==> src/rtl/imem_loader_pkg.sv <==
// Shared types and constants for the instruction-memory byte-stream loader.
package imem_loader_pkg;

  typedef enum logic [3:0] {
    StIdle,
    StLenHi,
    StLenLo,
    StDatHi,
    StDatLo,
    StWrite,
    StChk,
    StDone,
    StErr
  } state_e;

  localparam logic [15:0] BaseAddrDefault = 16'h0000;
  localparam int unsigned MaxWordsDefault = 32768;
  localparam logic [15:0] WordStep        = 16'd2;

endpackage

==> src/rtl/imem_loader_dff.sv <==
// Enabled D flip-flop bank with synchronous active-high reset to a fixed value.
module imem_loader_dff #(
  parameter int unsigned       Width    = 16,
  parameter logic [Width-1:0]  ResetVal = '0
) (
  input  logic             clk_i,
  input  logic             rst_i,
  input  logic             wen_i,
  input  logic [Width-1:0] d_i,
  output logic [Width-1:0] q_o
);

  always_ff @(posedge clk_i) begin
    if (rst_i) begin
      q_o <= ResetVal;
    end else if (wen_i) begin
      q_o <= d_i;
    end
  end

endmodule

==> src/rtl/imem_loader.sv <==
// Loads a length-prefixed, XOR-checksummed byte stream of big-endian 16-bit instructions into
// instruction memory and keeps the core in reset until a clean load has completed.
module imem_loader
  import imem_loader_pkg::*;
#(
  parameter logic [15:0] BASE_ADDR = BaseAddrDefault,
  parameter int unsigned MAX_WORDS = MaxWordsDefault
) (
  input  logic        clk_i,
  input  logic        rst_i,
  input  logic        start_i,
  input  logic        byte_valid_i,
  input  logic [7:0]  byte_in_i,
  output logic        byte_ready_o,
  output logic        mem_en_o,
  output logic        mem_wr_o,
  output logic [15:0] mem_addr_o,
  output logic [15:0] mem_data_o,
  output logic        done_o,
  output logic        err_o,
  output logic        core_rst_n_o
);

  state_e      state_q;
  logic [15:0] len_q;
  logic [15:0] count_q;
  logic [7:0]  chk_q;
  logic [15:0] mem_data_q;
  logic        done_q;
  logic        err_q;
  logic        core_rst_n_q;

  logic        xfer;
  logic        start_ok;
  logic [15:0] len_full;
  logic        addr_wen;
  logic [15:0] addr_d;

  assign byte_ready_o = (state_q inside {StLenHi, StLenLo, StDatHi, StDatLo, StChk});
  assign mem_en_o     = (state_q == StWrite);
  assign mem_wr_o     = mem_en_o;
  assign xfer         = byte_valid_i & byte_ready_o;
  assign start_ok     = start_i & (state_q inside {StIdle, StDone, StErr});
  assign len_full     = {len_q[15:8], byte_in_i};

  // A new load rewinds the address; each write cycle steps it by one word (wraps silently).
  assign addr_wen = start_ok | (state_q == StWrite);
  assign addr_d   = start_ok ? BASE_ADDR : mem_addr_o + WordStep;

  imem_loader_dff #(
    .Width   (16),
    .ResetVal(BASE_ADDR)
  ) u_addr_ff (
    .clk_i(clk_i),
    .rst_i(rst_i),
    .wen_i(addr_wen),
    .d_i  (addr_d),
    .q_o  (mem_addr_o)
  );

  always_ff @(posedge clk_i) begin
    if (rst_i) begin
      state_q      <= StIdle;
      len_q        <= '0;
      count_q      <= '0;
      chk_q        <= '0;
      mem_data_q   <= '0;
      done_q       <= 1'b0;
      err_q        <= 1'b0;
      core_rst_n_q <= 1'b0;
    end else begin
      unique case (state_q)
        StIdle, StDone, StErr: begin
          if (start_i) begin
            state_q      <= StLenHi;
            count_q      <= '0;
            chk_q        <= '0;
            done_q       <= 1'b0;
            err_q        <= 1'b0;
            core_rst_n_q <= 1'b0;
          end
        end
        StLenHi: begin
          if (xfer) begin
            len_q[15:8] <= byte_in_i;
            chk_q       <= chk_q ^ byte_in_i;
            state_q     <= StLenLo;
          end
        end
        StLenLo: begin
          if (xfer) begin
            len_q[7:0] <= byte_in_i;
            chk_q      <= chk_q ^ byte_in_i;
            if (len_full == 16'd0) begin
              state_q <= StChk;
            end else if (32'(len_full) > MAX_WORDS) begin
              state_q <= StErr;
              err_q   <= 1'b1;
            end else begin
              state_q <= StDatHi;
            end
          end
        end
        StDatHi: begin
          if (xfer) begin
            mem_data_q[15:8] <= byte_in_i;
            chk_q            <= chk_q ^ byte_in_i;
            state_q          <= StDatLo;
          end
        end
        StDatLo: begin
          if (xfer) begin
            mem_data_q[7:0] <= byte_in_i;
            chk_q           <= chk_q ^ byte_in_i;
            state_q         <= StWrite;
          end
        end
        StWrite: begin
          count_q <= count_q + 16'd1;
          state_q <= (count_q + 16'd1 == len_q) ? StChk : StDatHi;
        end
        StChk: begin
          if (xfer) begin
            if (byte_in_i == chk_q) begin
              state_q      <= StDone;
              done_q       <= 1'b1;
              core_rst_n_q <= 1'b1;
            end else begin
              state_q <= StErr;
              err_q   <= 1'b1;
            end
          end
        end
        default: state_q <= StIdle;
      endcase
    end
  end

  assign mem_data_o   = mem_data_q;
  assign done_o       = done_q;
  assign err_o        = err_q;
  assign core_rst_n_o = core_rst_n_q;

endmodule

==> config.mk <==
export PLATFORM = sky130hd
export DESIGN_NAME = imem_loader
export DESIGN_NICKNAME = d
export VERILOG_FILES = /design/src/rtl/imem_loader_pkg.sv /design/src/rtl/imem_loader_dff.sv /design/src/rtl/imem_loader.sv
export SDC_FILE = /design/constraint.sdc
export NUM_CORES = 1
export LEC_CHECK = 0
export ABC_AREA = 1
export ABC_CLOCK_PERIOD_IN_PS = 1900
export BUFFER_PORTS_ARGS = -buffer_cell sky130_fd_sc_hd__buf_4
export CAP_MARGIN = 5
export CORE_MARGIN = 1.5
export CORE_UTILIZATION = 50
export DETAILED_ROUTE_END_ITERATION = 8
export GPL_TIMING_DRIVEN = 0
export PLACE_DENSITY_LB_ADDON = 0.15
export SYNTH_ARGS = -nofsm -noshare
export SYNTH_HDL_FRONTEND = slang
export SYNTH_SLANG_ARGS = --single-unit
==> constraint.sdc <==
create_clock -name clk_i -period 1.9 [get_ports clk_i]
set_clock_uncertainty 0.05 [all_clocks]
set_input_delay 0.285 -clock clk_i [delete_from_list [all_inputs] [get_ports clk_i]]
set_output_delay 0.285 -clock clk_i [all_outputs]
set_load 0.005 [all_outputs]
==> metrics.txt <==
fillcell total=669; share of cells above drive strength 1=30.2%; delay-heaviest family, CP=simple AND/OR/NAND/NOR gates; Final GP Congestion=0.885; largest net degree at the start of global routing=16; Initial DRC Count=300; crit share post-route=110%; FMAX=479 MHz; CP endpoint kind=flop; pwr dens=930 mW/mm²; number of setup violations in the final report=39; Ys Warns=0; worst skew pair latency=370 ps; Antenna Nets Post-Route=0; PortBufs=48; fin util=70.6%; Hold/Removal Path Class=input port to flop; CTS tree=done; nets=755; Vias=4,777; dpl cells=796; Worst Setup Slack, final=-186 ps; Tot GR Track Use=29.5%; cts bufs inserted=9; Initial Util=51.4%; DRT Pass-1 Iters=5; failing checks=negative setup slack; Lkg Pwr=2.34 nW; CP Launch Type=flop; H-tree Lvls=3; synthesized area=0.00420 mm²; die height=94.6 µm; Post-Layout Cell Count=851; Synth-to-Final Area Change=37.5%; CP most frequent cell=nand2_1; commonest non-fill, non-tap cell in the layout=nand2_1; post-synth top area share=36.7%; first-pass GRT wire length=20,400 µm; commonest non-fill, non-tap cells in the layout=nand2_1 (128), buf_4 (75), nand3_1 (70); worst setup path class=flop to flop; Syn Nets=657; Peak supply drop=902 µV; crit-path cells=ha_4 > nand2_4 > nor2_4 > buf_4 > buf_6 > nand3_1 > nand3_1 > nand2_2 > inv_1 > nand2_1 > nor2_1 > nand3_1 > nand2_1 > nand2_1 > nand2_1 > a21oi_1; Via density=5.61; Worst EP required=2080 ps; Diodes inserted=0; root buffer cell=clkbuf_8; clock-pin slew on the worst setup and hold paths=90 ps; slew at the pin with the worst max-slew slack=765 ps; DP Wirelength=8640 µm; # rows=33; area leader, netlist=dfxtp_1; area occupied by multi-input gates=0.00268 mm²; Worst Path Max Fanout=7; RSZ-0062 raised after global routing=yes; CTS Buffer Depth=2; Sequential Area=0.00157 mm²; grt ovf=0; final wirelength=13,400 µm; Slew Limit Fails=0; status=finished with violations; gate count of the mapped netlist=643; CP bufs+invs=3; WL per Instance=15.8 µm; Synth cell types=33; CP max stage cell=dfxtp_2; final hold vios=0; die area=0.00896 mm²; minimum clock period=2090 ps; CP arrival=2270 ps; initial antenna violation count=0; number of max-cap violations=0; Max transition margin=49.0%; worst hold slack=151 ps; I/O pin total=50; vias in the first global route=4,299; sequential area share after synthesis=36.7%; Die X-Extent=94.6 µm; synthesized area per cell=6.53 µm²; slowest stage delay, CP=370 ps; Core Area=0.00818 mm²; top post-synthesis cells by area=dfxtp_1 (37%), nand2_1 (13%), nand3_1 (9.4%); DRC Markers=0; pre-CTS WS=-503 ps; Seq cells post-synth=77; Clock Sink Count=77; Pwr Total=5.37 mW
-- per-stage QoR --
| step | area (µm²) | TNS [ps] |
|---|---|---|
| after global routing | 5780 | -7070 |
| final | 5780 | -1720 |
| after CTS | 5210 | -249 |
| after floorplan | 4200 | 0 |
| after detailed placement | 4690 | -8040 |
| after global placement | 4690 | -4840 |
-- registers in the layout (all words and copies together), names as in the netlist --
signal,flops
len_q,16
count_q,16
err_o,1
chk_q,8
state_q,4
u_addr_ff.q_o,15
core_rst_n_o,1
mem_data_o,16
-- final cells by class --
class | instances | area share, %
buffer | 18 | 2.34
inverter | 78 | 5.46
timing repair buffer | 88 | 13.3
sequential | 77 | 27.2
multi-input combinational | 469 | 46.3
clock inverter | 7 | 1.02
clock buffer | 9 | 2.14
tap | 105 | 2.27
-- routing by layer --
| layer | vias to the layer above | wire length, µm | global-route usage, % |
|---|---|---|---|
| met2 | 214 | 6540 | 48.6 |
| li1 | 2320 | - | - |
| met3 | 30 | 1010 | 4.51 |
| met4 | 0 | 317 | 13.8 |
| met1 | 2213 | 5580 | 37.6 |
| met5 | - | 0 | 0 |
-- cell usage after synthesis, drive strengths merged --
master	count
ha	2
xor2	6
xnor2	3
nand3	79
or2	1
conb	1
o211a	2
nor4	7
o21a	1
nand4	15
nor3	10
nand2	149
and3	1
dfxtp	77
a21oi	64
buf	10
a31oi	2
clkbuf	9
nor2	72
inv	78
o21ai	54
-- power by group --
part | total (mW) | leakage, nW | internal, mW | switching (mW)
clock | 1.20 | 0.0868 | 0.492 | 0.711
combinational | 2.22 | 1.62 | 0.928 | 1.29
sequential | 1.95 | 0.630 | 1.79 | 0.153
total | 5.37 | 2.34 | 3.21 | 2.16
-- final timing paths --
check	from	slack, ps	cells after the start	endpoint
worst max register to register	count_q[1]	-190	16	state_q[0]
worst max-delay path	count_q[1]	-190	16	state_q[0]
worst min register to register	err_o	420	2	err_o
worst min-delay path	byte_valid_i	150	3	core_rst_n_o
-- kinds of logic after synthesis --
kind of cell             after synthesis  synth area share, %
AND/OR/NAND/NOR                      334                 35.6
AO/OA/AOI/OAI                        123                 15.8
buffers and inverters                 97                 9.33
flip-flops                            77                 36.7
XOR/XNOR                               9                 1.88
adder cells (fa/ha/maj)                2                0.596
other                                  1               0.0893
-- worst min-delay path: stages --
cell	delay (ps)
buf_4	110
a31oi_1	70
nor2_1	70
-- timing repair --
item | CTS | global route
endpoints found under the setup margin | 77 | 60
pin swaps | 15 | 20
hold buffers | 0 | 0
buffers inserted | 18 | 18
resized for setup | 59 | 125
cloned | 2 | 2
Power figures use the tool's default switching activity.
